`src/rtl/i_stream_buffer.sv`:
```
// Single-entry next-line instruction stream buffer between the I-cache refill
// master and the memory read channel; prefetches line+1 after every refill.
module i_stream_buffer #(
    parameter int         BLOCK_OFFSET_WIDTH = 2,
    parameter logic [3:0] PF_ID              = 4'd0
) (
    input  logic        clk,
    input  logic        rst_n,
    input  logic [25:0] cache_ar_addr,
    input  logic [7:0]  cache_ar_len,
    input  logic [3:0]  cache_ar_id,
    input  logic        cache_ar_valid,
    output logic        cache_ar_ready,
    output logic [31:0] cache_r_data,
    output logic        cache_r_valid,
    input  logic        cache_r_ready,
    output logic [25:0] mem_ar_addr,
    output logic [7:0]  mem_ar_len,
    output logic [3:0]  mem_ar_id,
    output logic        mem_ar_valid,
    input  logic        mem_ar_ready,
    input  logic [31:0] mem_r_data,
    input  logic        mem_r_valid,
    output logic        mem_r_ready
);
    // state    | meaning
    // IDLE     | accept a cache request, test it against the buffer
    // HIT_DATA | stream the buffered line to the cache
    // FWD_REQ  | demand miss: address phase to memory
    // FWD_DATA | demand miss: memory beats pass through and fill the buffer
    // PF_REQ   | next-line prefetch: address phase to memory
    // PF_DATA  | next-line prefetch: beats fill the buffer only

    localparam int ADDR_WIDTH = 26;
    localparam int DATA_WIDTH = 32;
    localparam int LINE_SIZE  = 1 << BLOCK_OFFSET_WIDTH;
    localparam int OFF_W      = BLOCK_OFFSET_WIDTH + 2;
    localparam int LINE_W     = ADDR_WIDTH - OFF_W;
    localparam logic [LINE_W-1:0]             LINE_ONE = LINE_W'(1);
    localparam logic [BLOCK_OFFSET_WIDTH-1:0] CNT_ONE  = BLOCK_OFFSET_WIDTH'(1);
    localparam logic [BLOCK_OFFSET_WIDTH-1:0] CNT_MAX  = '1;

    typedef enum logic [2:0] {
        IDLE, HIT_DATA, FWD_REQ, FWD_DATA, PF_REQ, PF_DATA
    } state_t;

    state_t state, state_next;

    logic [DATA_WIDTH-1:0]         buf_data [LINE_SIZE];
    logic [LINE_W-1:0]             buf_line;
    logic                          buf_valid;
    logic [LINE_W-1:0]             r_line;
    logic [3:0]                    r_id;
    logic [BLOCK_OFFSET_WIDTH-1:0] cnt;

    logic [LINE_W-1:0] req_line;
    logic [LINE_W-1:0] pf_line;
    logic              cnt_last;
    logic              req_hit;
    logic              beat_in;
    logic              cnt_en;
    logic              unused_inputs;

    assign req_line = cache_ar_addr[ADDR_WIDTH-1:OFF_W];
    assign pf_line  = r_line + LINE_ONE;   // wraps to line 0 past the top
    assign cnt_last = (cnt == CNT_MAX);
    assign req_hit  = buf_valid && (req_line == buf_line);
    assign beat_in  = mem_r_valid && (state == FWD_DATA || state == PF_DATA);
    assign cnt_en   = (state == HIT_DATA) || beat_in;

    assign mem_ar_len    = 8'(LINE_SIZE);
    assign mem_r_ready   = 1'b1;
    assign unused_inputs = &{1'b0, cache_ar_len, cache_r_ready, cache_ar_addr[OFF_W-1:0]};

    always_comb begin
        state_next     = state;
        cache_ar_ready = 1'b0;
        cache_r_valid  = 1'b0;
        cache_r_data   = '0;
        mem_ar_valid   = 1'b0;
        mem_ar_addr    = '0;
        mem_ar_id      = PF_ID;
        case (state)
            IDLE: begin
                cache_ar_ready = 1'b1;
                if (cache_ar_valid) state_next = req_hit ? HIT_DATA : FWD_REQ;
            end
            HIT_DATA: begin
                cache_r_valid = 1'b1;
                cache_r_data  = buf_data[cnt];
                if (cnt_last) state_next = PF_REQ;
            end
            FWD_REQ: begin
                mem_ar_valid = 1'b1;
                mem_ar_addr  = {r_line, {OFF_W{1'b0}}};
                mem_ar_id    = r_id;
                if (mem_ar_ready) state_next = FWD_DATA;
            end
            FWD_DATA: begin
                cache_r_valid = mem_r_valid;
                cache_r_data  = mem_r_data;
                if (mem_r_valid && cnt_last) state_next = PF_REQ;
            end
            PF_REQ: begin
                mem_ar_valid = 1'b1;
                mem_ar_addr  = {pf_line, {OFF_W{1'b0}}};
                if (mem_ar_ready) state_next = PF_DATA;
            end
            PF_DATA: begin
                if (mem_r_valid && cnt_last) state_next = IDLE;
            end
            default: state_next = IDLE;
        endcase
    end

    always_ff @(posedge clk or negedge rst_n) begin
        if (!rst_n) begin
            state     <= IDLE;
            buf_valid <= 1'b0;
            buf_line  <= '0;
            r_line    <= '0;
            r_id      <= '0;
            cnt       <= '0;
        end else begin
            state <= state_next;
            if (state == IDLE && cache_ar_valid) begin
                r_line <= req_line;
                r_id   <= cache_ar_id;
            end
            if (state_next != state) cnt <= '0;
            else if (cnt_en)         cnt <= cnt + CNT_ONE;
            // the prefetch overwrites buf_data, so the old line is dead from here on
            if (state_next == PF_REQ && state != PF_REQ) begin
                buf_valid <= 1'b0;
            end else if (state == PF_DATA && mem_r_valid && cnt_last) begin
                buf_valid <= 1'b1;
                buf_line  <= pf_line;
            end
        end
    end

    always_ff @(posedge clk) begin
        if (beat_in) buf_data[cnt] <= mem_r_data;
    end

endmodule

```
`config.mk`:
```
export PLATFORM = sky130hd
export DESIGN_NAME = i_stream_buffer
export DESIGN_NICKNAME = d
export VERILOG_FILES = /design/src/rtl/i_stream_buffer.sv
export SDC_FILE = /design/constraint.sdc
export NUM_CORES = 1
export LEC_CHECK = 0
export ABC_AREA = 1
export CORE_UTILIZATION = 40
export DETAILED_ROUTE_END_ITERATION = 8
export GPL_ROUTABILITY_DRIVEN = 0
export PLACE_DENSITY = 0.72
export SLEW_MARGIN = 20
export SYNTH_ARGS = -nofsm -noshare
export SYNTH_HDL_FRONTEND = slang
export SYNTH_SLANG_ARGS = --single-unit
export TNS_END_PERCENT = 10
```
`constraint.sdc`:
```
create_clock -name clk -period 4.8 [get_ports clk]
set_input_delay 0.96 -clock clk [delete_from_list [all_inputs] [get_ports clk]]
set_output_delay 0.96 -clock clk [all_outputs]
set_load 0.01 [all_outputs]
```
==> results.py, run 1 <==
metrics = {
    "timing": {
        "skew_ps": 15.4,
        "hold_viol_final": 0,
        "final_min_period_over_clock_period_pct": 83.0,
        "max_clock_freq_mhz": 251,
        "timing_worst_slew_pin_value_ps": 1060,
        "final-setup-viol-count": 0,
        "setup_tns_ps": 0,
        "slew_headroom_pct": 29.5,
        "rsz0062_at_grt": "false",
        "slew_violations": 0,
        "fin_ws_ps": 816,
        "finalCriticalPeriod_ps": 3980,
    },
    "drt": {
        "drc": 0,
        "antenna_left": 0,
        "dr.pass1.iters": 6,
        "drt_first_iter_violations": 686,
        "route.vias.total": 6746,
        "avgRoutedWirePerCell_um": 16.2,
        "route.final.wire_length_um": 21100,
        "vias_per_cell": 5.17,
    },
    "worst_setup_path": {
        "signal_arrival_time_at_the_worst_endpoint_ps": 3020,
        "endpoint_kind": "primary output",
        "crit_chain": "ha_1 -> nand3_1 -> inv_1 -> nand2_1 -> nor2_1 -> inv_1 -> nor2_1 -> xor2_1 -> nand2_1 -> o21ai_0 -> clkdlybuf4s50_1",
        "critical-path-slowest-cell": "clkdlybuf4s50_1",
        "critPathMaxStageDelay_ps": 590,
        "cp_num_buf_inv": 3,
        "worst-setup-path-type": "reg2out",
        "largest_delay_contributor_family_on_the_critical_path": "buffers and inverters",
        "critical_path.startpoint_type": "flip-flop",
        "critPathMaxFanout": 4,
        "worst_ep_required_time_ps": 3840,
    },
    "clocking": {
        "clockRootBuffer": "clkbuf_16",
        "tritoncts.num_buffers": 17,
        "cts_htree_levels": 4,
        "post-cts-setup-buffer-count": 0,
        "cts.hold.buffers_added": 0,
        "cts.path.max_buffers": 2,
        "cts_resized": 0,
        "tritoncts_clock_tree": "built",
        "path_clk_slew_ps": 80,
        "cts_num_sinks": 182,
        "worst_skew_pair.late_latency_ps": 440,
    },
    "synth": {
        "count_of_state_elements_after_synthesis": 182,
        "synth_largest_area_cell": "edfxtp_1",
        "synth.most_common_cell": "nand2_1",
        "post_synth_edffs": 128,
        "area_fraction_in_compound_gates_after_synthesis_pct": 11.9,
        "ys_top_cells_by_count": "nand2_1 (236), edfxtp_1 (128), inv_1 (112)",
        "yosysTopAreaCellShare_pct": 44.5,
        "synth_cells": 903,
        "synth_sequential_area_ratio_pct": 60.1,
        "adder_cell_share_of_the_synthesized_area_pct": 0.724,
        "top_post_synthesis_cells_by_area": "edfxtp_1 (44%), dfrtp_1 (16%), nand2_1 (10%)",
        "synth.area.mux_share_pct": 0,
        "syn-mean-instance-area_um2": 9.57,
        "synth-warning-count": 0,
        "syn-cell-area_um2": 8640,
        "synth_simple_gate_area_share_pct": 18.2,
        "synth-xor-area-share_pct": 1.10,
        "main_combinational_cell_family_by_area_after_synthesis": "simple AND/OR/NAND/NOR gates",
        "synth-main-ff-cell": "edfxtp_1",
        "async_flop_share_pct": 29.7,
        "yosys.cell_types.count": 36,
    },
    "global_routing": {
        "overall_global_routing_resource_usage_pct": 19.5,
        "gr-total-overflow": 0,
        "antenna_violations_before_repair": 0,
        "wire_length_of_the_first_global_routing_pass_um": 33200,
        "grt_max_degree": 99,
        "vias_in_the_first_global_route": 6344,
    },
    "pwr": {
        "power_density_nw_per_um2": 518,
        "peakVddDrop_v": 0.000266,
        "power.leakage_uw": 0.00441,
    },
    "finish": {
        "fin_cells": 1304,
        "postLayoutCoreUtil_pct": 51.1,
        "drive_above_1_share_pct": 6.51,
        "area_growth_pct": 24.7,
        "num_antenna_cells": 0,
        "design.final.nets": 1097,
        "final.fill_count": 1864,
    },
    "floorplanning": {
        "die_w_um": 149,
        "die_height_um": 149,
        "floorplan.die_area_um2": 22200,
        "num_io_pins": 150,
        "num_rows": 53,
        "start_util_pct": 41.0,
        "floorplan.core_area_um2": 21100,
    },
    "min_path": {
        "worst_hold_path_type": "reg2reg",
    },
    "placed_design": {
        "pre_cts_slack_ps": 1410,
        "io_buffer_count": 123,
        "dpl.hpwl_um": 13600,
        "placedCellCount": 1271,
    },
    "flow_run": {
        "cap_violations": 0,
    },
    "outcome": {
        "run_status": "finished clean",
    },
}
==> stage by stage <==
| stage | instance area (um2) | total power, uW | hold slack, ps |
|---|---|---|---|
| 6_report | 10800 | 5580 | 478 |
| 3_5_place_dp | 10100 | 4160 | 465 |
| 2_1_floorplan | 8680 | 3250 | 442 |
| 4_1_cts | 10700 | 5610 | 482 |
| 3_3_place_gp | 10100 | 4130 | 462 |
| 5_1_grt | 10800 | 5870 | 485 |
==> worst register-to-register path: stages, from the launching register on <==
cell	delay (ps)
dfrtp_2	360
buf_4	700
ha_1	360
nand2_1	110
nor2_1	90
inv_1	80
nor2_2	70
buf_4	280
inv_1	400
nand2_1	160
o21ai_0	100
==> cell families (layout without fill, tap and decap cells) <==
family / count (synthesis) / after routing
AOI/OAI and AO/OA: 169 / 169
xor gates and xnor gates: 10 / 10
adders and majority gates: 5 / 5
buffers and inverters: 168 / 283
DFF: 182 / 182
other: 2 / 13
and+or+nand+nor: 367 / 367
==> flip-flops by register name, summed over array words and instances, names as in the netlist <==
| name | flops |
|---|---|
| buf_data | 128 |
| buf_line | 22 |
| r_line | 22 |
| r_id | 4 |
| state | 3 |
| cnt | 2 |
| buf_valid | 1 |
==> final timing paths <==
path                           start               to  slack [ps]  cells after the start
max                        r_line[0]  mem_ar_addr[12]         820                     11
min                        buf_valid        buf_valid         480                      2
max reg2reg                   cnt[0]      buf_line[5]        1960                     10
min reg2reg                buf_valid        buf_valid         480                      2
max in group asynchronous      rst_n           cnt[0]        3410                      2
min in group asynchronous      rst_n     buf_line[20]         540                      1
==> layer usage <==
metal  global-route usage (%)  wire length (um)
met5                        0                 0
met4                     6.43               276
met3                     3.98              1410
met2                     31.5             10100
met1                     26.2              9320
==> area by class of cell <==
type	instances	area [um2]	area share, %
Clock buffer	17	425	3.95
Clock inverter	15	206	1.92
Inverter	116	435	4.04
Multi-Input combinational cell	564	2830	26.3
Sequential cell	182	5200	48.2
Tap cell	275	344	3.19
Timing Repair Buffer	135	1340	12.4
==> where the power goes <==
part | switching, uW | internal (uW) | total (uW)
sequential | 182 | 1920 | 2110
combinational | 1180 | 861 | 2040
clock | 711 | 723 | 1430
total | 2070 | 3510 | 5580
==> cell usage in the layout, fill, tap and decap left out, types with 7 or more instances in the layout <==
cell type	instances
nand3_1	65
edfxtp_1	128
clkdlybuf4s50_1	122
nand2_1	236
o22ai_1	7
clkbuf_16	17
buf_4	11
nor2_1	30
dfrtp_1	53
inv_1	111
conb_1	13
xor2_1	8
o21ai_0	89
nand4_1	10
a32o_1	32
a21oi_1	33
(Power assumes the default switching activity.)
==> run 2: changes to the inputs <==
PLACE_DENSITY = 0.75   (was 0.72)
clock period = 3.3 ns   (was 4.8 ns; I/O delays follow)
==> results.py, run 2 (synthesis gave the netlist of run 1 again) <==
metrics = {
    "outcome": {
        "run_status": "finished clean",
    },
    "pwr": {
        "power_density_nw_per_um2": 761,
        "totalPowerFinal_uw": 8320,
        "peakVddDrop_v": 0.000514,
        "power.leakage_uw": 0.00451,
    },
    "worst_setup_path": {
        "r2r_setup_slack_ps": 1180,
        "path_depth": 8,
        "worst-setup-path-type": "reg2out",
        "cp_num_buf_inv": 1,
        "critical-path-slowest-cell": "clkdlybuf4s50_1",
        "worst_r2r_path_depth": 8,
        "critical_path.startpoint_type": "flip-flop",
        "worst_flop_to_flop_path_startpoint": "cnt[0]",
        "critPathMaxStageDelay_ps": 540,
        "endpoint_kind": "primary output",
        "signal_arrival_time_at_the_worst_endpoint_ps": 2560,
        "crit_chain": "nand2_1 -> nor2_1 -> nand2_1 -> nor4_1 -> a21o_1 -> nand3_1 -> nand2_1 -> clkdlybuf4s50_1",
        "largest_delay_contributor_family_on_the_critical_path": "simple AND/OR/NAND/NOR gates",
        "critPathMaxFanout": 5,
        "worst_r2r_endpoint": "buf_line[12]",
        "critical_path.most_common_cell": "nand2_1",
        "worst_ep_required_time_ps": 2640,
    },
    "clocking": {
        "clockRootBuffer": "clkbuf_16",
        "cts.hold.buffers_added": 0,
        "cts_num_sinks": 182,
        "tritoncts.num_buffers": 17,
        "path_clk_slew_ps": 90,
        "tritoncts_clock_tree": "built",
        "cts.path.max_buffers": 2,
        "cts_htree_levels": 4,
        "worst_skew_pair.late_latency_ps": 440,
    },
    "global_routing": {
        "vias_in_the_first_global_route": 6399,
        "grt_max_degree": 99,
        "antenna_violations_before_repair": 0,
        "wire_length_of_the_first_global_routing_pass_um": 33400,
        "gr-total-overflow": 0,
        "overall_global_routing_resource_usage_pct": 19.6,
    },
    "drt": {
        "dr.pass1.iters": 5,
        "avgRoutedWirePerCell_um": 16.0,
        "drt_first_iter_violations": 517,
        "drc": 0,
        "route.final.wire_length_um": 21000,
        "vias_per_cell": 5.19,
        "antenna_left": 0,
        "route.vias.total": 6816,
    },
    "finish": {
        "largestRegisters": "buf_data: 128 flops, buf_line: 22 flops, r_line: 22 flops",
        "registers.top_by_ff_count": "buf_data",
        "area_growth_pct": 26.5,
        "drive_above_1_share_pct": 8.86,
        "postLayoutCoreUtil_pct": 51.8,
        "num_antenna_cells": 0,
        "most_frequent_cells_in_the_layout": "nand2_1 (234), edfxtp_1 (128), clkdlybuf4s50_1 (118)",
        "final.fill_count": 1851,
        "final_common_cell": "nand2_1",
        "design.final.nets": 1106,
        "fin_cells": 1313,
        "flip_flop_count_of_the_largest_register_after_layout": 128,
    },
    "min_path": {
        "worst_hold_path_type": "in2async",
    },
    "flow_run": {
        "cap_violations": 0,
    },
    "timing": {
        "slew_violations": 0,
        "fin_ws_ps": 75.3,
        "slew_headroom_pct": 47.8,
        "hold_viol_final": 0,
        "finalCriticalPeriod_ps": 3220,
        "rsz0062_at_grt": "true",
        "timing_worst_slew_pin_value_ps": 783,
        "max_clock_freq_mhz": 310,
        "worst_hold_slack_ps": 287,
        "skew_ps": 14.1,
        "final_min_period_over_clock_period_pct": 97.7,
        "final-setup-viol-count": 0,
    },
    "placed_design": {
        "placedCellCount": 1277,
        "pre_cts_slack_ps": 273,
        "io_buffer_count": 123,
        "dpl.hpwl_um": 13600,
    },
    "floorplanning": {
        "die_w_um": 149,
        "num_rows": 53,
        "floorplan.core_area_um2": 21100,
        "start_util_pct": 41.0,
        "die_height_um": 149,
        "num_io_pins": 150,
        "floorplan.die_area_um2": 22200,
    },
}
[run 2: worst max-delay path by stage]
stage                     slack [ps]  startpoint         endpoint
after floorplan                  250      cnt[1]   buf_data[0][0]
after global placement           300   r_line[0]  mem_ar_addr[12]
after detailed placement         270   r_line[0]  mem_ar_addr[12]
after CTS                          1   r_line[0]  mem_ar_addr[20]
after global routing             -80   r_line[0]  mem_ar_addr[20]
final                             80  r_line[16]  mem_ar_addr[21]
[run 2: worst register-to-register path, cell delays in order (launching register included)]
cell and delay, ps:
dfrtp_2 430, buf_12 200, ha_1 280, nand2_1 130
nor2_1 60, inv_1 100, nor2_2 50, inv_1 530
o21ai_0 220
[run 2: stage by stage]
stage	cell area (um2)	setup TNS (ps)
final	10900	0
after global routing	10900	-377
after CTS	10800	0
after detailed placement	10200	0
after global placement	10200	0
after floorplan	8680	0
[run 2: final cells by class]
type / count / area (um2) / share of cell area [%]
Clock buffer: 17 / 425 / 3.89
Tap cell: 275 / 344 / 3.15
Inverter: 116 / 435 / 3.98
Multi-Input combinational cell: 564 / 2890 / 26.4
Clock inverter: 15 / 214 / 1.96
Timing Repair Buffer: 144 / 1430 / 13.1
Sequential cell: 182 / 5200 / 47.6
[run 2: report_power, final]
part	total, uW	switching [uW]	internal (uW)
registers	3070	266	2800
logic	3090	1770	1330
clock network	2150	1080	1070
total	8320	3110	5200
[run 2: what timing repair did]
action | 4_1_cts | 5_1_grt
resized for setup | 6 | 16
setup endpoints to repair | 7 | 15
cloned | 0 | 0
buffers inserted | 0 | 4
pin swaps | 0 | 1
[run 2: metal layers]
| metal | global-route usage [%] | vias to the layer above | routed length (um) |
|---|---|---|---|
| li1 | - | 3292 | - |
| met1 | 27.1 | 3220 | 9250 |
| met2 | 29.9 | 259 | 9820 |
| met3 | 4.04 | 45 | 1370 |
| met4 | 8.21 | 0 | 515 |
| met5 | 0 | - | 0 |
==> run 3: changes to the inputs <==
CTS_CLUSTER_DIAMETER = 60   (was unset)
PLACE_DENSITY = 0.66   (was 0.75)
==> results.py, run 3 (synthesis gave the netlist of run 1 again) <==
metrics = {
    "drt": {
        "met2_wirelength_um": 10200,
        "antenna_left": 0,
        "avgRoutedWirePerCell_um": 16.3,
        "met3_wirelength_um": 1480,
        "dr.pass1.iters": 5,
        "met1Wirelength_um": 9450,
        "drt_first_iter_violations": 575,
        "route.vias.total": 6801,
        "drc": 0,
        "vias_per_cell": 5.16,
        "dr.max_layer_used": "met4",
        "route.final.wire_length_um": 21500,
    },
    "pwr": {
        "power_density_nw_per_um2": 754,
        "power.leakage_uw": 0.00454,
        "totalPowerFinal_uw": 8260,
        "peakVddDrop_v": 0.000541,
    },
    "finish": {
        "area_of_the_multi_input_gates_um2": 2900,
        "drive_above_1_share_pct": 8.93,
        "most_frequent_cells_in_the_layout": "nand2_1 (236), edfxtp_1 (128), clkdlybuf4s50_1 (118)",
        "registers.top_by_ff_count": "buf_data",
        "final-seq-area_um2": 5200,
        "num_antenna_cells": 0,
        "design.final.nets": 1110,
        "final.fill_count": 1894,
        "stdcell_area_um2": 10900,
        "flip_flop_count_of_the_largest_register_after_layout": 128,
        "area_growth_pct": 26.7,
        "largestRegisters": "buf_data: 128 flops, buf_line: 22 flops, r_line: 22 flops",
        "final_common_cell": "nand2_1",
    },
    "clocking": {
        "path_clk_slew_ps": 80,
        "tritoncts.num_buffers": 17,
        "tritoncts_clock_tree": "built",
        "cts_num_sinks": 182,
        "worst_skew_pair.late_latency_ps": 440,
        "cts_htree_levels": 4,
        "clockRootBuffer": "clkbuf_16",
        "cts.path.max_buffers": 2,
    },
    "floorplanning": {
        "num_rows": 53,
        "floorplan.core_area_um2": 21100,
        "die_w_um": 149,
        "num_io_pins": 150,
        "floorplan.die_area_um2": 22200,
        "die_height_um": 149,
        "start_util_pct": 41.0,
    },
    "timing": {
        "timing_worst_slew_pin_value_ps": 719,
        "final-setup-viol-count": 0,
        "slew_headroom_pct": 52.0,
        "finalCriticalPeriod_ps": 3230,
        "max_clock_freq_mhz": 310,
        "slew_violations": 0,
        "final_min_period_over_clock_period_pct": 97.8,
        "skew_ps": 11.7,
        "rsz0062_at_grt": "true",
        "hold_viol_final": 0,
        "setup_tns_ps": 0,
    },
    "global_routing": {
        "wire_length_of_the_first_global_routing_pass_um": 34100,
        "overall_global_routing_resource_usage_pct": 20.2,
        "antenna_violations_before_repair": 0,
        "grt_max_degree": 60,
        "vias_in_the_first_global_route": 6390,
        "gr-total-overflow": 0,
    },
    "flow_run": {
        "cap_violations": 0,
    },
    "worst_setup_path": {
        "r2r_setup_slack_ps": 970,
        "signal_arrival_time_at_the_worst_endpoint_ps": 2570,
        "critPathMaxFanout": 5,
        "endpoint_kind": "primary output",
        "worst_ep_required_time_ps": 2640,
        "worst-setup-path-type": "reg2out",
        "critical_path.startpoint_type": "flip-flop",
    },
    "placed_design": {
        "placed_cell_area_um2": 10200,
        "dpl.hpwl_um": 14200,
        "io_buffer_count": 123,
    },
    "outcome": {
        "run_status": "finished clean",
    },
    "min_path": {
        "worst_hold_path_type": "in2async",
    },
}
-- run 3: changes by cell type in the layout (fill, tap and decap cells not counted), moves of 3 or more --
cell / previous run / this run
nor2_4: 3 / 6
inv_12: 8 / 4
buf_4: 18 / 24
inv_8: 0 / 4
inv_6: 4 / 1
nor2_2: 9 / 5
-- run 3: area by class of cell --
cell class,count,area share [%]
Sequential cell,182,47.5
Multi-Input combinational cell,564,26.5
Timing Repair Buffer,148,13.1
Inverter,116,3.98
Clock buffer,17,3.89
Tap cell,275,3.14
Clock inverter,15,1.91
-- run 3: final timing paths --
check,start,endpoint,cells past startpoint
max,r_line[3],mem_ar_addr[23],9
max reg2reg,cnt[0],buf_line[5],8
min reg2reg,buf_valid,buf_valid,2
max in group asynchronous,rst_n,r_line[0],2
min in group clk,buf_valid,buf_valid,2
min,rst_n,r_line[20],1
-- run 3: what timing repair did --
action	in CTS	in global routing
setup endpoints to repair	6	14
hold buffers	0	0
pin swaps	1	1
buffers inserted	1	2
resized for setup	6	13
-- run 3: stage by stage --
| stage | worst slack (ps) | utilization [%] | instances | hold WS (ps) |
|---|---|---|---|---|
| 5_1_grt | -48.7 | 51.9 | 1317 | 165 |
| 4_1_cts | -3.33 | 51.6 | 1315 | 136 |
| 6_report | 72.9 | 51.9 | 1317 | 131 |
| 3_5_place_dp | 338 | 48.5 | 1282 | 478 |
| 2_1_floorplan | 254 | - | 914 | 364 |
| 3_3_place_gp | 292 | 48.5 | 1282 | 469 |
-- run 3: worst max-delay path: stages (launching register included) --
cell	delay, ps
dfrtp_1	480
inv_1	150
nor3_1	230
nand2_1	100
nor4_2	190
nand2_1	90
nand2_1	90
nand3_1	60
o21ai_0	140
clkdlybuf4s50_1	600
-- run 3: power by group --
group	internal [uW]	total (uW)	switching, uW
sequential	2800	3070	273
clock	1060	2110	1050
combinational	1320	3080	1760
total	5170	8260	3080
-- run 3: metal layers --
| metal | global-route usage (%) | up-vias |
|---|---|---|
| met2 | 32.5 | 266 |
| li1 | - | 3300 |
| met3 | 3.36 | 29 |
| met1 | 27.6 | 3206 |
| met5 | 0 | - |
| met4 | 6.89 | 0 |
